File: config.mk
export PLATFORM = sky130hd
export DESIGN_NAME = display_scan
export DESIGN_NICKNAME = d
export VERILOG_FILES = /design/src/rtl/display_pkg.sv /design/src/rtl/hex_to_seg7.sv /design/src/rtl/display_scan.sv
export SDC_FILE = /design/constraint.sdc
export NUM_CORES = 1
export LEC_CHECK = 0
export CORE_ASPECT_RATIO = 0.75
export CORE_MARGIN = 1.5
export CORE_UTILIZATION = 53
export CTS_CLUSTER_DIAMETER = 30
export DETAILED_ROUTE_END_ITERATION = 7
export PLACE_DENSITY_LB_ADDON = 0.3
export RECOVER_POWER = 25
export SLEW_MARGIN = 20
export SYNTH_ARGS = -nofsm -noshare
export SYNTH_HDL_FRONTEND = slang
export SYNTH_SLANG_ARGS = --single-unit
File: constraint.sdc
create_clock -name CLK -period 4.2 [get_ports CLK]
set_input_delay 0.63 -clock CLK [delete_from_list [all_inputs] [get_ports CLK]]
set_output_delay 0.63 -clock CLK [all_outputs]
set_load 0.01 [all_outputs]
File: src/rtl/display_pkg.sv
// Shared display constants for the 7-segment display paths.
// - NUM_DIGITS : number of multiplexed digits
// - SEG_OFF    : all segments dark (active-low {g,f,e,d,c,b,a})
// - AN_OFF     : all anodes off (active-low)
// - HEX_SEG    : active-low segment patterns for hex digits 0..F
// - sel_of     : maps a digit index to the selector's {S2,S1,S0}
package display_pkg;

    localparam int         NUM_DIGITS = 8;
    localparam logic [6:0] SEG_OFF    = 7'h7F;
    localparam logic [7:0] AN_OFF     = 8'hFF;

    // Entry n is the pattern for nibble n (entry 0 is the rightmost element).
    localparam logic [15:0][6:0] HEX_SEG = {
        7'h0E, 7'h06, 7'h21, 7'h46,   // F E d C
        7'h03, 7'h08, 7'h10, 7'h00,   // b A 9 8
        7'h78, 7'h02, 7'h12, 7'h19,   // 7 6 5 4
        7'h30, 7'h24, 7'h79, 7'h40    // 3 2 1 0
    };

    // The selector returns W0..W3 when S2=1, so S2 is the inverted MSB of
    // the digit index; digit n then shows word Wn.
    function automatic logic [2:0] sel_of(input logic [2:0] idx);
        return {~idx[2], idx[1:0]};
    endfunction

endpackage

File: src/rtl/hex_to_seg7.sv
// Combinational hex-to-7-segment decoder, active-low outputs.
// Ports:
//   hex : 4-bit nibble to display
//   seg : segments {g,f,e,d,c,b,a}, 0 = lit
module hex_to_seg7 (
    input  logic [3:0] hex,
    output logic [6:0] seg
);
    import display_pkg::*;

    always_comb begin
        seg = HEX_SEG[hex];
    end

endmodule

File: src/rtl/display_scan.sv
// Time-multiplexed scanner for an 8-digit common-anode 7-segment display.
// Drives the nibble selector (S2/S1/S0), captures the returned nibble F
// once per digit slot, and lights one anode at a time with a blanking
// window at the start of every slot to prevent ghosting.
// Ports:
//   CLK, RESETN      : clock, asynchronous active-low reset
//   EN               : scan enable; low darkens the display and restarts the scan
//   F                : nibble returned by the selector
//   BLANK_MASK       : bit i = 1 keeps digit i dark
//   DP_MASK          : bit i = 1 lights the decimal point of digit i
//   S2, S1, S0       : selector controls for the current digit
//   AN               : anodes, active-low, one-hot-low while active
//   SEG, DP          : segments {g,f,e,d,c,b,a} and decimal point, active-low
//   FRAME            : one-cycle pulse at the start of slot 0
module display_scan #(
    parameter int DIV       = 50000,
    parameter int BLANK_CYC = 16
) (
    input  logic       CLK,
    input  logic       RESETN,
    input  logic       EN,
    input  logic [3:0] F,
    input  logic [7:0] BLANK_MASK,
    input  logic [7:0] DP_MASK,
    output logic       S2,
    output logic       S1,
    output logic       S0,
    output logic [7:0] AN,
    output logic [6:0] SEG,
    output logic       DP,
    output logic       FRAME
);
    import display_pkg::*;

    localparam int              CW       = (DIV > 1) ? $clog2(DIV) : 1;
    localparam logic [CW-1:0]   CNT_LAST = CW'(DIV - 1);
    localparam logic [CW-1:0]   CAP_CNT  = CW'(BLANK_CYC - 1);
    localparam logic [CW-1:0]   ACT_CNT  = CW'(BLANK_CYC);

    // Scan state
    logic [CW-1:0] cnt_q, cnt_d;
    logic [2:0]    idx_q, idx_d;
    logic          run_q, run_d;      // 0 = parked at slot 0 waiting for a start edge
    // Per-slot captured values
    logic [3:0]    nib_q, nib_d;
    logic          blank_q, blank_d;
    logic          dp_bit_q, dp_bit_d;
    // Output registers
    logic [2:0]    sel_q, sel_d;
    logic [7:0]    an_q, an_d;
    logic [6:0]    seg_q, seg_d;
    logic          dp_q, dp_d;
    logic          frame_q, frame_d;

    logic          active_d;
    logic [6:0]    seg_dec;
    logic [7:0]    an_onehot;

    // Decode the nibble that will be held next cycle so SEG is registered
    // in the same edge that captures F.
    hex_to_seg7 u_hex_to_seg7 (
        .hex (nib_d),
        .seg (seg_dec)
    );

    // Active-low one-hot anode pattern for the next digit index.
    generate
        for (genvar gi = 0; gi < NUM_DIGITS; gi++) begin : g_an
            assign an_onehot[gi] = (idx_d != 3'(gi));
        end
    endgenerate

    always_comb begin
        cnt_d    = cnt_q;
        idx_d    = idx_q;
        run_d    = run_q;
        nib_d    = nib_q;
        blank_d  = blank_q;
        dp_bit_d = dp_bit_q;

        if (!EN) begin
            cnt_d = '0;
            idx_d = '0;
            run_d = 1'b0;
        end else if (!run_q) begin
            // First enabled edge after reset or EN low starts slot 0 at cnt=0.
            cnt_d = '0;
            idx_d = '0;
            run_d = 1'b1;
        end else begin
            if (cnt_q == CNT_LAST) begin
                cnt_d = '0;
                idx_d = idx_q + 3'd1;
            end else begin
                cnt_d = cnt_q + CW'(1);
            end
            // Sample at the end of the blank window: the selector has had
            // the whole window to settle, and later input changes are ignored.
            if (cnt_q == CAP_CNT) begin
                nib_d    = F;
                blank_d  = BLANK_MASK[idx_q];
                dp_bit_d = DP_MASK[idx_q];
            end
        end

        active_d = run_d && (cnt_d >= ACT_CNT);
        sel_d    = sel_of(idx_d);
        an_d     = (active_d && !blank_d) ? an_onehot : AN_OFF;
        seg_d    = active_d ? seg_dec : SEG_OFF;
        dp_d     = !(active_d && dp_bit_d && !blank_d);
        frame_d  = run_d && (cnt_d == '0) && (idx_d == '0);
    end

    always_ff @(posedge CLK or negedge RESETN) begin
        if (!RESETN) begin
            cnt_q    <= '0;
            idx_q    <= '0;
            run_q    <= 1'b0;
            nib_q    <= '0;
            blank_q  <= 1'b0;
            dp_bit_q <= 1'b0;
            sel_q    <= 3'b100;
            an_q     <= AN_OFF;
            seg_q    <= SEG_OFF;
            dp_q     <= 1'b1;
            frame_q  <= 1'b0;
        end else begin
            cnt_q    <= cnt_d;
            idx_q    <= idx_d;
            run_q    <= run_d;
            nib_q    <= nib_d;
            blank_q  <= blank_d;
            dp_bit_q <= dp_bit_d;
            sel_q    <= sel_d;
            an_q     <= an_d;
            seg_q    <= seg_d;
            dp_q     <= dp_d;
            frame_q  <= frame_d;
        end
    end

    assign S2    = sel_q[2];
    assign S1    = sel_q[1];
    assign S0    = sel_q[0];
    assign AN    = an_q;
    assign SEG   = seg_q;
    assign DP    = dp_q;
    assign FRAME = frame_q;

endmodule

* Word level (Yosys, flattened, before mapping)
Memories as Yosys holds them, arrays and structs flattened.
Cells that the tools add are included.
** Storage, ports and cells
- Bits in registers :: 46
- ROM bits :: 112
- Input bits :: 23
- Logic and storage cells :: 61
- Memories :: 1
** Cells by class
- Add/subtract/negate cells :: 2
- Order comparisons :: 3
- Eq/ne operators :: 9
- Mux-type cells :: 23
- Bitwise gates (word level) :: 1
- Reductions and logical operators :: 11
** Memories
- (no name shown) :: depth 16, width 7, read ports 1, clocked after memory_dff 0, write ports 0, line hex_to_seg7.sv:12 : seg = HEX_SEG[hex];
** Operator list (number)
- 16-bit 2-to-1 mux :: 3
- 16-bit by 1-bit adder with 16-bit output (second input constant) :: 1
- 16-bit == test (second input constant) :: 1
- 16-bit by 4-bit == test with 1-bit output (second input constant) :: 1
- 16-bit by 5-bit >= comparator with 1-bit output (second input constant) :: 1
- 16-bit logical NOT :: 1
- 7-bit 2-to-1 mux :: 2
- 4-bit 2-to-1 mux :: 3
- 3-bit != test (second input constant) :: 4
- 1-bit 2-to-1 mux :: 9
- 3-bit 2-to-1 mux :: 3
- 8-bit 2-to-1 mux :: 1
- 1-bit binary-select mux with 3-bit select :: 2
- 1-bit logical AND :: 6
- 3-bit by 2-bit != test with 1-bit output (second input constant) :: 2
- 4-bit by 5-bit less-than comparator with 1-bit output (second input constant) :: 1
- 3-bit by 4-bit less-than comparator with 1-bit output (second input constant) :: 1
- 3-bit by 1-bit adder with 3-bit output (second input constant) :: 1
- 3-bit logical NOT :: 1
- 3-bit by 1-bit != test with 1-bit output (second input constant) :: 1
- 3-bit nonzero test :: 1
- 1-bit logical NOT :: 2
- 1-bit NOT :: 1

* Logic depth before layout (Yosys ltp)
- Depth after elaboration :: 9
- Depth in mapped cells :: 12
- Gate-level depth less buffers :: 10

* Hierarchy
Synthesis repeated with hierarchy kept, for this count alone.
** Second synthesis, totals
- Cell total of the unflattened synthesis :: 246
- Area, all modules :: 2587.5 um^2
** By module, submodules not included
- display_scan :: times used 1, cells each 211, area an instance 2316.0 um^2, sequential area each 1122.3 um^2
- hex_to_seg7 :: times used 1, cells each 35, area an instance 271.5 um^2, sequential area each 0.0 um^2

* Worst setup path after synthesis
OpenSTA, ideal clock, no wires.
- Path kind :: in2reg
- From :: input EN
- To :: register seg_q[3] (netlist: SEG[3])
- Setup time :: 97 ps
- Data arrival time :: 2847 ps
- Setup slack :: 1256 ps
- Stages on the path :: 12
- Buffers on the path :: 2
- Cell sequence :: and2_1 clkbuf_1 nand3_1 nor4_4 buf_6 mux2i_1 inv_1 ha_1 nand2_1 mux2i_1 a211oi_1 o21ai_1
** Between the ends
- Longest elaborated chain between the ends :: 4
- Elaborated cells on any way between the ends :: 8
- Classes of those cells :: order compare: 1; mux: 5; reduce/logical: 1; memory: 1
** Ends and longest elaborated chain
- from (decl) :: line display_scan.sv:21 : input logic EN,
- 4-bit 2-to-1 mux :: line display_scan.sv:81 : if (!EN) begin
- named net nib_d[0] :: line display_scan.sv:45 : logic [3:0] nib_q, nib_d;
- memory read 16 x 7 bit
- 7-bit 2-to-1 mux (not written as such) :: line hex_to_seg7.sv:12
- 7-bit 2-to-1 mux :: line display_scan.sv:109 : seg_d = active_d ? seg_dec : SEG_OFF;
- named net seg_d[3] :: line display_scan.sv:51 : logic [6:0] seg_q, seg_d;
- to (signal assigned) :: line display_scan.sv:136 : seg_q <= seg_d;
- to (decl) :: line display_scan.sv:51
The timed path passes the listed nets, and every way through them passes these cells. The select of a mux whose other input is x is not followed.

* Worst setup path in the final report
Ends and elaborated chain as after synthesis.

==> summary.txt <==
Yosys
  • Mapped Area: 2620 um^2
  • Flops & latches, synth: 44
  • EDFF count, synth: 0
  • Async SR Flop Fraction: 100%
  • Synthesized instance count: 268
  • Post-synth top flop: dfrtp_1
  • Sequential share of the synthesized area: 42.8%
  • Syn nets: 299
  • Post-synthesis cell type count: 50
  • Yosys warning total: 0
  • Mean Syn Cell Area: 9.78 um^2

STA
  • Setup violators final: 0
  • Measured slew at the worst slew-check pin: 1380 ps
  • Worst rel slew slack: 7.93%
  • Final hold vios: 0
  • Max Freq: 309 MHz
  • RSZ-0062 raised after global routing: false
  • Final Max Tran Viols: 0
  • Fin crit share: 77.1%
  • Final hold slack: 469 ps
  • Setup Skew: 9.39 ps
  • Minimum clock period: 3240 ps
  • Setup TNS: 0 ps

Die
  • Core Footprint: 4600 um^2
  • Die H: 63.9 um
  • Row Count: 21
  • Initial Utilization: 57.0%
  • Die Area: 5380 um^2
  • Io pins: 43
  • Die W: 84.2 um

Place
  • Global placer's final weighted congestion: 0.917
  • Buffers on Ports: 42
  • HPWL after DPL: 4240 um

Critical path
  • WP data arrival: 3440 ps
  • Register-to-Register Path Depth: 10
  • Crit path depth: 12
  • Setup crit end kind: register
  • Critical path required time: 4410 ps
  • CP delay by family, top: buffers and inverters
  • RR Endpoint: SEG[3]
  • Slowest cell delay on critical path: 510 ps
  • Max FO, Critical Path: 15
  • Critical path origin: EN
  • CP dominant cell by count: mux2i_1
  • Worst setup endpoint: SEG[3]
  • Critical path, cell by cell: clkdlybuf4s50_1 > and2_1 > nand3_1 > nor4_4 > buf_4 > mux2i_1 > inv_1 > ha_1 > nand2_1 > mux2i_1 > a211oi_1 > o21ai_1
  • Worst path slowest cell: clkdlybuf4s50_1
  • R2R Path Start: cnt_q[10]
  • Reg2Reg Setup Slack: 1140 ps
  • Critical path class: in -> reg
  • Buf/Inv on CP: 3
  • Worst setup SP type: input pin

Routing
  • Iteration count of the initial detailed-routing pass: 4
  • Routed WL: 5910 um
  • Initial DRC count: 181
  • Drt wl/cell: 16.1 um
  • Vias per Instance: 5.83
  • Final antenna-violating net count: 0
  • Via count: 2138
  • DRC viols: 0

Power
  • PD cells: 238 nW/um^2
  • Peak supply drop: 0.000200 V
  • Leakage Power: 0.00117 uW

Cells and area
  • Commonest non-fill, non-tap cells in the layout: 41 x clkdlybuf4s50_1, 27 x dfrtp_1, 27 x nor2_1
  • Commonest non-fill, non-tap cell in the layout: clkdlybuf4s50_1
  • Nets: 340
  • Area Overhead vs Synth: 20.4%
  • Diodes inserted: 0
  • Layout cells sized above 1: 12.9%

CTS
  • Worst-Skew Late Latency: 300 ps
  • Total CTS buffers: 5
  • Number of setup buffers added after CTS: 0
  • Clock buffer depth: 2
  • CTS tree: built
  • Clock slew at reported path FFs: 90 ps
  • # H-tree levels: 2
  • Hold buffer count at cts: 0
  • CTS Root Cell: clkbuf_8
  • Number of clock sinks: 44
  • Post_cts resized: 0

Global route
  • First-pass GRT wire length: 10000 um
  • GRT Resource Usage Total: 23.6%
  • Remaining Overflow, GRT: 0
  • Initial antenna violation count: 0
  • Vias in the first global route: 1996
  • Largest net degree at the start of global routing: 45

Outcome
  • Outcome: finished, final reports clean

Hold path
  • Worst hold path type: in -> async

Run
  • Max-Cap Viols: 0
==> layout make-up <==
cell class                      count  area [um^2]
Clock buffer                        8         90.1
Fill cell                         356         1440
Inverter                           12         45.0
Multi-Input combinational cell    201         1390
Sequential cell                    44         1120
Tap cell                           57         71.3
Timing Repair Buffer               45          433
==> cells by family after synthesis <==
| kind of cell | count (synthesis) | share of synthesized area, % |
|---|---|---|
| AND/OR/NAND/NOR | 116 | 22.8 |
| multiplexers | 18 | 8.97 |
| XOR/XNOR | 19 | 6.35 |
| buffers and inverters | 23 | 4.01 |
| flip-flops | 44 | 42.8 |
| AO/OA/AOI/OAI | 40 | 11.2 |
| adder cells (fa/ha/maj) | 8 | 3.82 |
==> worst min path at each step <==
stage                  start        to  slack (ps)  cells past startpoint
floorplan             RESETN     FRAME         330                      0
global placement    cnt_q[0]  cnt_q[0]         490                      1
detailed placement  dp_bit_q  dp_bit_q         490                      1
CTS                 cnt_q[0]  cnt_q[0]         510                      1
global route         blank_q   blank_q         540                      1
finish                RESETN  cnt_q[3]         470                      1
==> cells in the mapped netlist, types with 2 or more instances <==
cell	n	area share [%]
a211oi_1	7	2.0
a21oi_1	8	1.5
a31oi_1	4	0.95
and2_1	2	0.48
and3_1	2	0.48
buf_2	3	0.57
buf_6	2	0.86
clkbuf_1	6	0.86
dfrtp_1	27	26
dfstp_2	17	17
ha_1	8	3.8
inv_1	11	1.6
mux2_2	4	1.7
mux2i_1	10	3.8
mux4_2	4	3.4
nand2_1	26	3.7
nand2b_1	3	0.72
nand3_1	23	4.4
nand4_1	5	1.2
nor2_1	27	3.9
nor2b_1	4	0.95
nor3_1	5	0.95
nor3b_1	2	0.57
nor4_1	4	0.95
o211ai_1	3	0.86
o21ai_0	3	0.57
o21ai_1	3	0.57
or2_1	2	0.48
or3_1	4	0.95
or4_4	2	0.86
xnor2_1	14	4.7
xor2_1	5	1.7
==> stage by stage <==
| stage | instance area [um^2] | total power [uW] | util, % | worst slack [ps] | instances |
|---|---|---|---|---|---|
| 2_1_floorplan | 2620 | 450 | - | 1260 | 268 |
| 3_3_place_gp | 3060 | 484 | 66.6 | 765 | 358 |
| 3_5_place_dp | 3060 | 485 | 66.6 | 689 | 358 |
| 4_1_cts | 3150 | 758 | 68.6 | 981 | 366 |
| 5_1_grt | 3160 | 786 | 68.6 | 706 | 367 |
| 6_report | 3160 | 752 | 68.6 | 963 | 367 |
==> routing by layer <==
metal,up-vias,GRT usage (%),share of wire (%)
met1,1021,34.9,48
met2,65,35.2,44
met3,7,4.26,6.0
li1,1045,-,-
met5,-,0,0
met4,0,7.17,1.3
==> state kept, by name, summed over array words and instances (netlist names) <==
register  flops
AN            8
DP            1
FRAME         1
SEG           7
blank_q       1
cnt_q        16
dp_bit_q      1
idx_q         1
nib_q         4
run_q         1
sel_q         3
==> power by group <==
| part | switching [uW] | internal [uW] | total [uW] |
|---|---|---|---|
| sequential | 1.67 | 426 | 428 |
| clock | 141 | 134 | 275 |
| combinational | 23.6 | 25.5 | 49.1 |
| total | 166 | 586 | 752 |
No activity file was read; power rests on OpenSTA's default activity.
